File: src/rtl/rbot_moves_pkg.sv
// Move codes, validity/inverse helpers and packer state encoding shared by the
// move-loading producer and its consumers (sequencer, move_to_step).
package rbot_moves_pkg;

  localparam int MOVE_W = 4;

  localparam logic [MOVE_W-1:0] MOVE_R  = 4'd2;
  localparam logic [MOVE_W-1:0] MOVE_RI = 4'd3;
  localparam logic [MOVE_W-1:0] MOVE_U  = 4'd4;
  localparam logic [MOVE_W-1:0] MOVE_UI = 4'd5;
  localparam logic [MOVE_W-1:0] MOVE_F  = 4'd6;
  localparam logic [MOVE_W-1:0] MOVE_FI = 4'd7;
  localparam logic [MOVE_W-1:0] MOVE_L  = 4'd8;
  localparam logic [MOVE_W-1:0] MOVE_LI = 4'd9;
  localparam logic [MOVE_W-1:0] MOVE_B  = 4'd10;
  localparam logic [MOVE_W-1:0] MOVE_BI = 4'd11;
  localparam logic [MOVE_W-1:0] MOVE_D  = 4'd12;
  localparam logic [MOVE_W-1:0] MOVE_DI = 4'd13;

  localparam logic [2:0] ST_ACCEPT   = 3'd0;
  localparam logic [2:0] ST_EMIT     = 3'd1;
  localparam logic [2:0] ST_GAP      = 3'd2;
  localparam logic [2:0] ST_DONE     = 3'd3;
  localparam logic [2:0] ST_FINISHED = 3'd4;

  function automatic logic is_valid_move(input logic [MOVE_W-1:0] m);
    return (m >= 4'd2) && (m <= 4'd13);
  endfunction

  // Face lives in bits [3:1]; bit 0 selects the inverse turn.
  function automatic logic is_inverse_pair(input logic [MOVE_W-1:0] a,
                                           input logic [MOVE_W-1:0] b);
    return is_valid_move(a) && is_valid_move(b) &&
           (a[3:1] == b[3:1]) && (a[0] != b[0]);
  endfunction

endpackage

File: src/rtl/move_list_packer.sv
// Packs accepted move codes into fixed-size batches for the sequencer,
// optionally cancelling a move that is immediately undone by its inverse.
module move_list_packer
  import rbot_moves_pkg::*;
#(
  parameter int MAX_MOVES  = 50,
  parameter int GAP_CYCLES = 4,
  parameter bit CANCEL_EN  = 1'b1
) (
  input  logic                          clock_25mhz,
  input  logic                          reset,
  input  logic [MOVE_W-1:0]             move_in,
  input  logic                          move_valid,
  input  logic                          move_last,
  output logic                          move_ready,
  output logic [MOVE_W*MAX_MOVES-1:0]   seq,
  output logic                          new_moves,
  output logic                          seq_complete,
  output logic [7:0]                    num_moves,
  output logic [7:0]                    batch_count,
  output logic                          invalid_seen
);

  localparam int         SEQ_W = MOVE_W * MAX_MOVES;
  localparam logic [7:0] MAX_N = 8'(MAX_MOVES);
  localparam logic [7:0] GAP_N = 8'(GAP_CYCLES);

  logic [2:0]       state_q, state_d;
  logic [SEQ_W-1:0] pack_q, pack_d;
  logic [SEQ_W-1:0] seq_q, seq_d;
  logic [7:0]       num_q, num_d;
  logic [7:0]       batch_q, batch_d;
  logic [7:0]       gap_q, gap_d;
  logic             new_moves_q, new_moves_d;
  logic             seq_complete_q, seq_complete_d;
  logic             invalid_q, invalid_d;
  logic             pending_last_q, pending_last_d;
  logic             accept_s;
  logic             cancel_s;

  assign move_ready = (state_q == ST_ACCEPT);
  assign accept_s   = move_valid && move_ready;
  assign cancel_s   = (CANCEL_EN != 1'b0) && (num_q != 8'd0) &&
                      is_inverse_pair(pack_q[MOVE_W-1:0], move_in);

  // Next-state and datapath update for the packing FSM.
  always_comb begin
    state_d        = state_q;
    pack_d         = pack_q;
    seq_d          = seq_q;
    num_d          = num_q;
    batch_d        = batch_q;
    gap_d          = gap_q;
    new_moves_d    = 1'b0;
    seq_complete_d = 1'b0;
    invalid_d      = invalid_q;
    pending_last_d = pending_last_q;
    case (state_q)
      ST_ACCEPT: begin
        if (accept_s) begin
          if (!is_valid_move(move_in)) begin
            invalid_d = 1'b1;
          end else if (cancel_s) begin
            pack_d = {{MOVE_W{1'b0}}, pack_q[SEQ_W-1:MOVE_W]};
            num_d  = num_q - 8'd1;
          end else begin
            pack_d = {pack_q[SEQ_W-MOVE_W-1:0], move_in};
            num_d  = num_q + 8'd1;
          end
          // A full batch always flushes first; a pending last then ends the list after the gap.
          if (num_d == MAX_N) begin
            state_d        = ST_EMIT;
            pending_last_d = move_last;
          end else if (move_last) begin
            state_d        = (num_d != 8'd0) ? ST_EMIT : ST_DONE;
            pending_last_d = 1'b1;
          end else begin
            state_d = ST_ACCEPT;
          end
        end else begin
          state_d = ST_ACCEPT;
        end
      end
      ST_EMIT: begin
        seq_d       = pack_q;
        new_moves_d = 1'b1;
        pack_d      = {SEQ_W{1'b0}};
        num_d       = 8'd0;
        batch_d     = (batch_q == 8'hFF) ? batch_q : batch_q + 8'd1;
        gap_d       = GAP_N;
        state_d     = ST_GAP;
      end
      ST_GAP: begin
        if (gap_q == 8'd0) begin
          state_d = pending_last_q ? ST_DONE : ST_ACCEPT;
        end else begin
          gap_d = gap_q - 8'd1;
        end
      end
      ST_DONE: begin
        seq_complete_d = 1'b1;
        state_d        = ST_FINISHED;
      end
      ST_FINISHED: begin
        state_d = ST_FINISHED;
      end
      default: begin
        state_d = ST_ACCEPT;
      end
    endcase
  end

  // State and datapath registers with synchronous reset.
  always_ff @(posedge clock_25mhz) begin
    if (reset) begin
      state_q        <= ST_ACCEPT;
      pack_q         <= {SEQ_W{1'b0}};
      seq_q          <= {SEQ_W{1'b0}};
      num_q          <= 8'd0;
      batch_q        <= 8'd0;
      gap_q          <= 8'd0;
      new_moves_q    <= 1'b0;
      seq_complete_q <= 1'b0;
      invalid_q      <= 1'b0;
      pending_last_q <= 1'b0;
    end else begin
      state_q        <= state_d;
      pack_q         <= pack_d;
      seq_q          <= seq_d;
      num_q          <= num_d;
      batch_q        <= batch_d;
      gap_q          <= gap_d;
      new_moves_q    <= new_moves_d;
      seq_complete_q <= seq_complete_d;
      invalid_q      <= invalid_d;
      pending_last_q <= pending_last_d;
    end
  end

  assign seq          = seq_q;
  assign new_moves    = new_moves_q;
  assign seq_complete = seq_complete_q;
  assign num_moves    = num_q;
  assign batch_count  = batch_q;
  assign invalid_seen = invalid_q;

endmodule
File: config.mk
export PLATFORM = sky130hd
export DESIGN_NAME = move_list_packer
export DESIGN_NICKNAME = d
export VERILOG_FILES = /design/src/rtl/rbot_moves_pkg.sv /design/src/rtl/move_list_packer.sv
export SDC_FILE = /design/constraint.sdc
export NUM_CORES = 1
export LEC_CHECK = 0
export CORE_MARGIN = 4
export CORE_UTILIZATION = 30
export CTS_CLUSTER_SIZE = 14
export DETAILED_ROUTE_END_ITERATION = 12
export DONT_BUFFER_PORTS = 1
export HOLD_SLACK_MARGIN = 0.1
export REMOVE_ABC_BUFFERS = 1
export SLEW_MARGIN = 20
export SYNTH_ARGS = -nofsm -noshare
export SYNTH_HDL_FRONTEND = slang
export SYNTH_SLANG_ARGS = --single-unit
File: constraint.sdc
create_clock -name clock_25mhz -period 4.25 [get_ports clock_25mhz]
set_clock_uncertainty 0.2 [all_clocks]
set_input_delay 0.425 -clock clock_25mhz [delete_from_list [all_inputs] [get_ports clock_25mhz]]
set_output_delay 0.425 -clock clock_25mhz [all_outputs]
set_load 0.02 [all_outputs]
* Yosys cells after proc, flatten, opt, wreduce, memory -nomap -nowiden *
Cells that the tools add are included.

storage, ports and cells
  flip-flop bits (word level) = 431
  output and inout port bits = 220

cells by class
  muxes and demuxes = 23
  reductions and logical operators = 21
  eq/ne operators = 12
  bitwise gates (word level) = 2
  add/sub/neg operators = 4
  magnitude comparators = 4

operator list
  operator                                                                  count
  200-bit two-way mux                                                       3
  200-bit one-hot mux with 2 select lines                                   1
  8-bit two-way mux                                                         6
  8-bit one-hot mux with 2 select lines                                     2
  8-bit by 1-bit adder with 8-bit output (second input constant)            2
  8-bit nonzero test                                                        2
  8-bit by 1-bit subtractor with 8-bit output (second input constant)       2
  3-bit one-hot mux with 4 select lines                                     1
  3-bit AND reduction                                                       3
  8-bit by 6-bit == test with 1-bit output (second input constant)          1
  8-bit == test (second input constant)                                     1
  4-bit by 2-bit >= comparator with 1-bit output (second input constant)    2
  4-bit <= comparator (second input constant)                               2
  8-bit zero test                                                           1
  2-bit two-way mux                                                         4
  1-bit logical AND                                                         7
  3-bit by 2-bit == test with 1-bit output (second input constant)          2
  3-bit two-way mux                                                         2
  2-bit AND reduction                                                       3
  2-bit nonzero test                                                        3
  1-bit two-way mux                                                         4
  2-bit by 1-bit inequality test with 1-bit output (second input constant)  2
  2-bit inequality test (second input constant)                             2
  3-bit by 1-bit == test with 1-bit output (second input constant)          1
  other kinds (6)                                                           7

* Longest topological paths before layout *
  word-level depth = 16
  depth in mapped cells = 14
  gate-level depth less buffers = 12

* Worst setup path after synthesis *
Ideal clock, no wire load.

  path kind = input to register
  start point = input move_in[1]
  end point = register pending_last_q
  path buffers = 2
  path slack = 0.508 ns
  data arrival time = 3.426 ns
  setup time = 0.116 ns
  stages = 13
  required time = 3.934 ns
  cell sequence = buf_2 > a221oi_1 > o221ai_2 > inv_2 > clkbuf_1 > ha_1 > a211oi_1 > nor3b_1 > o21ai_0 > o32ai_1 > a211oi_1 > nand4_1 > a31o_1

on the way
  cells in the longest elaborated chain, start to end = 13

RTL lines
  element                                                                                       line                     text
  start, declared                                                                               move_list_packer.sv:12   input logic [MOVE_W-1:0] move_in,
  4-bit by 2-bit >= comparator with 1-bit output / 4-bit <= comparator (equally long branches)  rbot_moves_pkg.sv:27     return (m >= 4'd2) && (m <= 4'd13);
  1-bit logical AND                                                                             rbot_moves_pkg.sv:27
  1-bit logical AND (2 in a row)                                                                rbot_moves_pkg.sv:33     return is_valid_move(a) && is_valid_move(b) &&
  1-bit logical AND                                                                             rbot_moves_pkg.sv:34     (a[3:1] == b[3:1]) && (a[0] != b[0]);
  1-bit logical AND                                                                             move_list_packer.sv:43   assign cancel_s = (CANCEL_EN != 1'b0) && (num_q != 8'd0) &&
  8-bit two-way mux                                                                             move_list_packer.sv:63   end else if (cancel_s) begin
  8-bit two-way mux *                                                                           move_list_packer.sv:61   if (!is_valid_move(move_in)) begin
  8-bit two-way mux *                                                                           move_list_packer.sv:60   if (accept_s) begin
  8-bit two-way mux *                                                                           move_list_packer.sv:58   case (state_q)
  8-bit by 6-bit == test with 1-bit output *                                                    move_list_packer.sv:71   if (num_d == MAX_N) begin
  2-bit nonzero test (no source line)                                                           --
  3-bit AND reduction (no source line)                                                          --
  end signal, assigned                                                                          move_list_packer.sv:136  pending_last_q <= pending_last_d;
  end, declared                                                                                 move_list_packer.sv:37   logic pending_last_q, pending_last_d;

Mark *: on every way between the ends. The rest lies on a longest branch, timed or not. The select of a mux whose other input is x is not followed.
A chain may end at the register's enable or synchronous reset.

* Worst setup path after layout *
  start point = register num_q[0], in the netlist num_moves[0]
  end point = register num_q[7], in the netlist num_moves[7]

on the way
  cells in the longest elaborated chain, start to end = 8

RTL lines
  element                                                                                         line                     text
  start, declared                                                                                 move_list_packer.sv:31   logic [7:0] num_q, num_d;
  start signal, assigned                                                                          move_list_packer.sv:130  num_q <= num_d;
  parallel branches: the longest is 2 deep, another holds 8-bit by 1-bit adder with 8-bit output  --
  8-bit two-way mux *                                                                             move_list_packer.sv:63
  8-bit two-way mux *                                                                             move_list_packer.sv:61
  8-bit two-way mux *                                                                             move_list_packer.sv:60
  8-bit two-way mux *                                                                             move_list_packer.sv:58
  8-bit two-way mux *                                                                             move_list_packer.sv:60
  8-bit one-hot mux with 2 select lines *                                                         move_list_packer.sv:58

Mark *: on every way between the ends. The select of a mux whose other input is x is not followed.

==> impl_metrics.py <==
metrics = {
    "outcome": {
        "status": "complete, no violations",
    },
    "setup_path": {
        "path_class": "reg2reg",
        "r2r_end": "num_moves[7]$_SDFFE_PP0P_",
        "path_max_fanout": 27,
        "rr_worst_depth": 12,
        "worstPathArrival_ns": 4.13,
        "cp-start-kind": "flip-flop",
        "cp-endpoint": "num_moves[7]$_SDFFE_PP0P_",
        "worstSetupEndpointType": "flip-flop",
        "critPathMaxStageDelay_ns": 0.57,
        "ff2ff_setup_slack_ns": 0.41,
        "cp-startpoint": "num_moves[0]$_SDFFE_PP0P_",
        "cp_data_required_time_ns": 4.55,
        "r2r_start": "num_moves[0]$_SDFFE_PP0P_",
        "path_cells": "nor3_1 > nand2_1 > o221ai_4 > inv_8 > ha_1 > a21oi_1 > o21ai_0 > or2_2 > mux2i_1 > xnor2_1 > a211oi_1 > dlygate4sd3_1",
        "crit_slowest_cell": "dlygate4sd3_1",
    },
    "drt": {
        "drc": 0,
        "ant_nets": 0,
        "drt_iter0_drc": 1080,
        "wl_per_cell_um": 15.0,
        "first_pass_iters": 5,
        "vias": 16400,
        "drt-total-wl_um": 49300,
        "avgViaCountPerCell": 4.98,
    },
    "placed_design": {
        "io_buffers": 0,
        "hpwl_um": 27200,
        "routabilityCongestion": 0.788,
        "placed_cell_area_mm2": 0.0177,
    },
    "logic_synthesis": {
        "ys.warnings.count": 0,
        "syn_area_per_cell_um2": 7.22,
        "ys_ff_latch": 431,
        "synth-edff-count": 0,
        "synth_seq_area_share_pct": 49.9,
        "synthCells": 2394,
        "synth.cell_area_mm2": 0.0173,
        "async_reset_ff_share_pct": 0,
        "ys_types": 47,
        "ys_dominant_reg_cell": "dfxtp_1",
    },
    "pwr": {
        "p_leak_nw": 7.64,
        "powerDensity_mw_per_mm2": 413,
        "peakVddDrop_uv": 248,
    },
    "layout": {
        "fin_util_pct": 38.1,
        "layout.cells.most_common": "nand2_1",
        "syn2layout_area_growth_pct": 24.9,
        "nets": 2516,
        "drive_above_1_share_pct": 4.06,
        "most-common-layout-cells": "nand2_1 (807), a21oi_1 (610), dfxtp_1 (431), nor2_1 (236), dlygate4sd3_1 (223)",
        "diodes": 0,
        "final_cell_area_mm2": 0.0216,
    },
    "min_path": {
        "hold_class": "in2reg",
    },
    "timing": {
        "fin_crit_ns": 3.84,
        "tightest_slew_ns": 1.09,
        "report.final.slew_viol_count": 0,
        "finalHoldWorstSlack_ns": 0.274,
        "setup_tns_ns": 0,
        "finalHoldViolCount": 0,
        "period_share_pct": 90.3,
        "fmax_mhz": 261,
        "setup-violations-final": 0,
        "rsz0062_at_grt": "false",
        "slew_headroom_pct": 27.2,
    },
    "clock_tree": {
        "cts_buffer_depth": 3,
        "clk_pin_slew_ns": 0.06,
        "cts.sinks": 431,
        "htree_levels": 2,
        "insertion_delay_ns": 0.57,
        "tritoncts.num_buffers": 47,
        "tritoncts": "yes",
        "cts_root_buffer": "clkbuf_16",
        "cts_resized": 0,
    },
    "floorplanning": {
        "die_h_um": 248,
        "coreArea_mm2": 0.0567,
        "io_pins": 228,
        "start_util_pct": 30.5,
        "dieArea_mm2": 0.0615,
        "num_rows": 87,
        "dieWidth_um": 248,
    },
    "global_route": {
        "grt_pass1_vias": 15900,
        "grt_max_degree": 223,
        "grt_pass1_wl_um": 80400,
        "grt_usage_pct": 15.4,
        "grt.overflow.total": 0,
        "grt_antenna_before_repair": 0,
    },
    "job": {
        "maxCapViolCount": 0,
    },
}
## metrics by stage
step | worst slack [ns] | total power (W) | instances
2_1_floorplan | -6.47 | 0.00451 | 2208
3_3_place_gp | 0.638 | 0.00472 | 2981
3_5_place_dp | 0.551 | 0.00473 | 2981
4_1_cts | 0.459 | 0.00904 | 3290
5_1_grt | 0.181 | 0.00927 | 3290
6_report | 0.414 | 0.00891 | 3290
## sequential cells by signal, indices dropped and copies added, names as in the netlist
| name | flops |
|---|---|
| num_moves | 8 |
| new_moves | 1 |
| pack_q | 200 |
| invalid_seen | 1 |
| state_q | 3 |
| seq | 200 |
| batch_count | 8 |
| pending_last_q | 1 |
| seq_complete | 1 |
| gap_q | 8 |
## repair_timing
action / 4_1_cts / 5_1_grt
endpoints found under the setup margin: 0 / 0
endpoints found under the hold margin: 431 / 0
hold buffers: 224 / 0
buffers inserted: 0 / 0
## layout make-up
type,count,area [um^2]
sequential,431,8630
inverter,5,26.3
clock buffer,68,1410
multi-input combinational,1772,7910
timing repair buffer,241,2470
clock inverter,17,195
tap,756,946
fill,5837,35100
## where the power goes
group	switching [W]	internal [W]	leakage [nW]
clock network	0.00169	0.00254	0.797
logic	0.000443	0.000128	3.37
registers	0.0000455	0.00407	3.47
total	0.00217	0.00674	7.64
## Yosys cell counts, types with 2 or more instances
| cell type | instances | area (um^2) |
|---|---|---|
| o31a_1 | 2 | 17.5 |
| buf_1 | 15 | 56.3 |
| o21ai_0 | 9 | 45.0 |
| and3_1 | 2 | 12.5 |
| a21oi_1 | 610 | 3050 |
| nand2b_1 | 5 | 31.3 |
| ha_1 | 9 | 113 |
| nand2_1 | 809 | 3040 |
| xnor2_1 | 9 | 78.8 |
| a22oi_1 | 7 | 52.6 |
| nor3_1 | 12 | 60.1 |
| buf_2 | 49 | 245 |
| inv_1 | 4 | 15.0 |
| a21o_1 | 2 | 15.0 |
| mux2i_1 | 4 | 40.0 |
| nand4_1 | 7 | 43.8 |
| nand3_1 | 5 | 25.0 |
| a211oi_1 | 6 | 45.0 |
| clkbuf_1 | 122 | 458 |
| xor2_1 | 10 | 87.6 |
| and2_1 | 3 | 18.8 |
| dfxtp_1 | 431 | 8630 |
| or3_1 | 2 | 12.5 |
| nor4_1 | 2 | 12.5 |
| nor2_1 | 236 | 886 |
## worst min path at each step
stage                                   startpoint                  endpoint  slack (ns)  cells after the start
after global placement     pack_q[97]$_SDFFE_PP0P_      seq[97]$_SDFFE_PP0P_        0.27                      2
after CTS                               move_in[1]   state_q[1]$_SDFFE_PP0P_        0.21                      5
final                                   move_in[1]   state_q[1]$_SDFFE_PP0P_        0.27                      5
after global routing                         reset  pack_q[133]$_SDFFE_PP0P_        0.25                      2
after floorplan           pack_q[199]$_SDFFE_PP0P_     seq[199]$_SDFFE_PP0P_        0.24                      2
after detailed placement  pack_q[199]$_SDFFE_PP0P_     seq[199]$_SDFFE_PP0P_        0.28                      2
## logic make-up after synthesis
kind of cell | after synthesis | share of synthesized area [%]
AOI/OAI and AO/OA | 648 | 19.3
xor gates and xnor gates | 19 | 0.963
adders and majority gates | 10 | 0.767
buffers and inverters | 191 | 4.50
DFF | 431 | 49.9
muxes | 4 | 0.232
and+or+nand+nor | 1091 | 24.3
## routing by layer
layer	global-route usage (%)	vias to the layer above	part of all wire (%)
li1	-	8060	-
met1	19.0	7779	42
met2	26.1	434	48
met3	4.27	98	7.3
met4	5.18	0	2.9
met5	0	-	0
## worst max-delay path, delay by kind of cell (launching register included)
kind / cells / cell delay (ns)
multiplexers: 1 / 0.22
buffers and inverters: 2 / 0.71
flip-flops: 1 / 0.46
XOR/XNOR: 1 / 0.10
AO/OA/AOI/OAI: 4 / 0.89
AND/OR/NAND/NOR: 3 / 0.80
adder cells (fa/ha/maj): 1 / 0.37
Note: power is estimated with default switching activity, not from simulation.
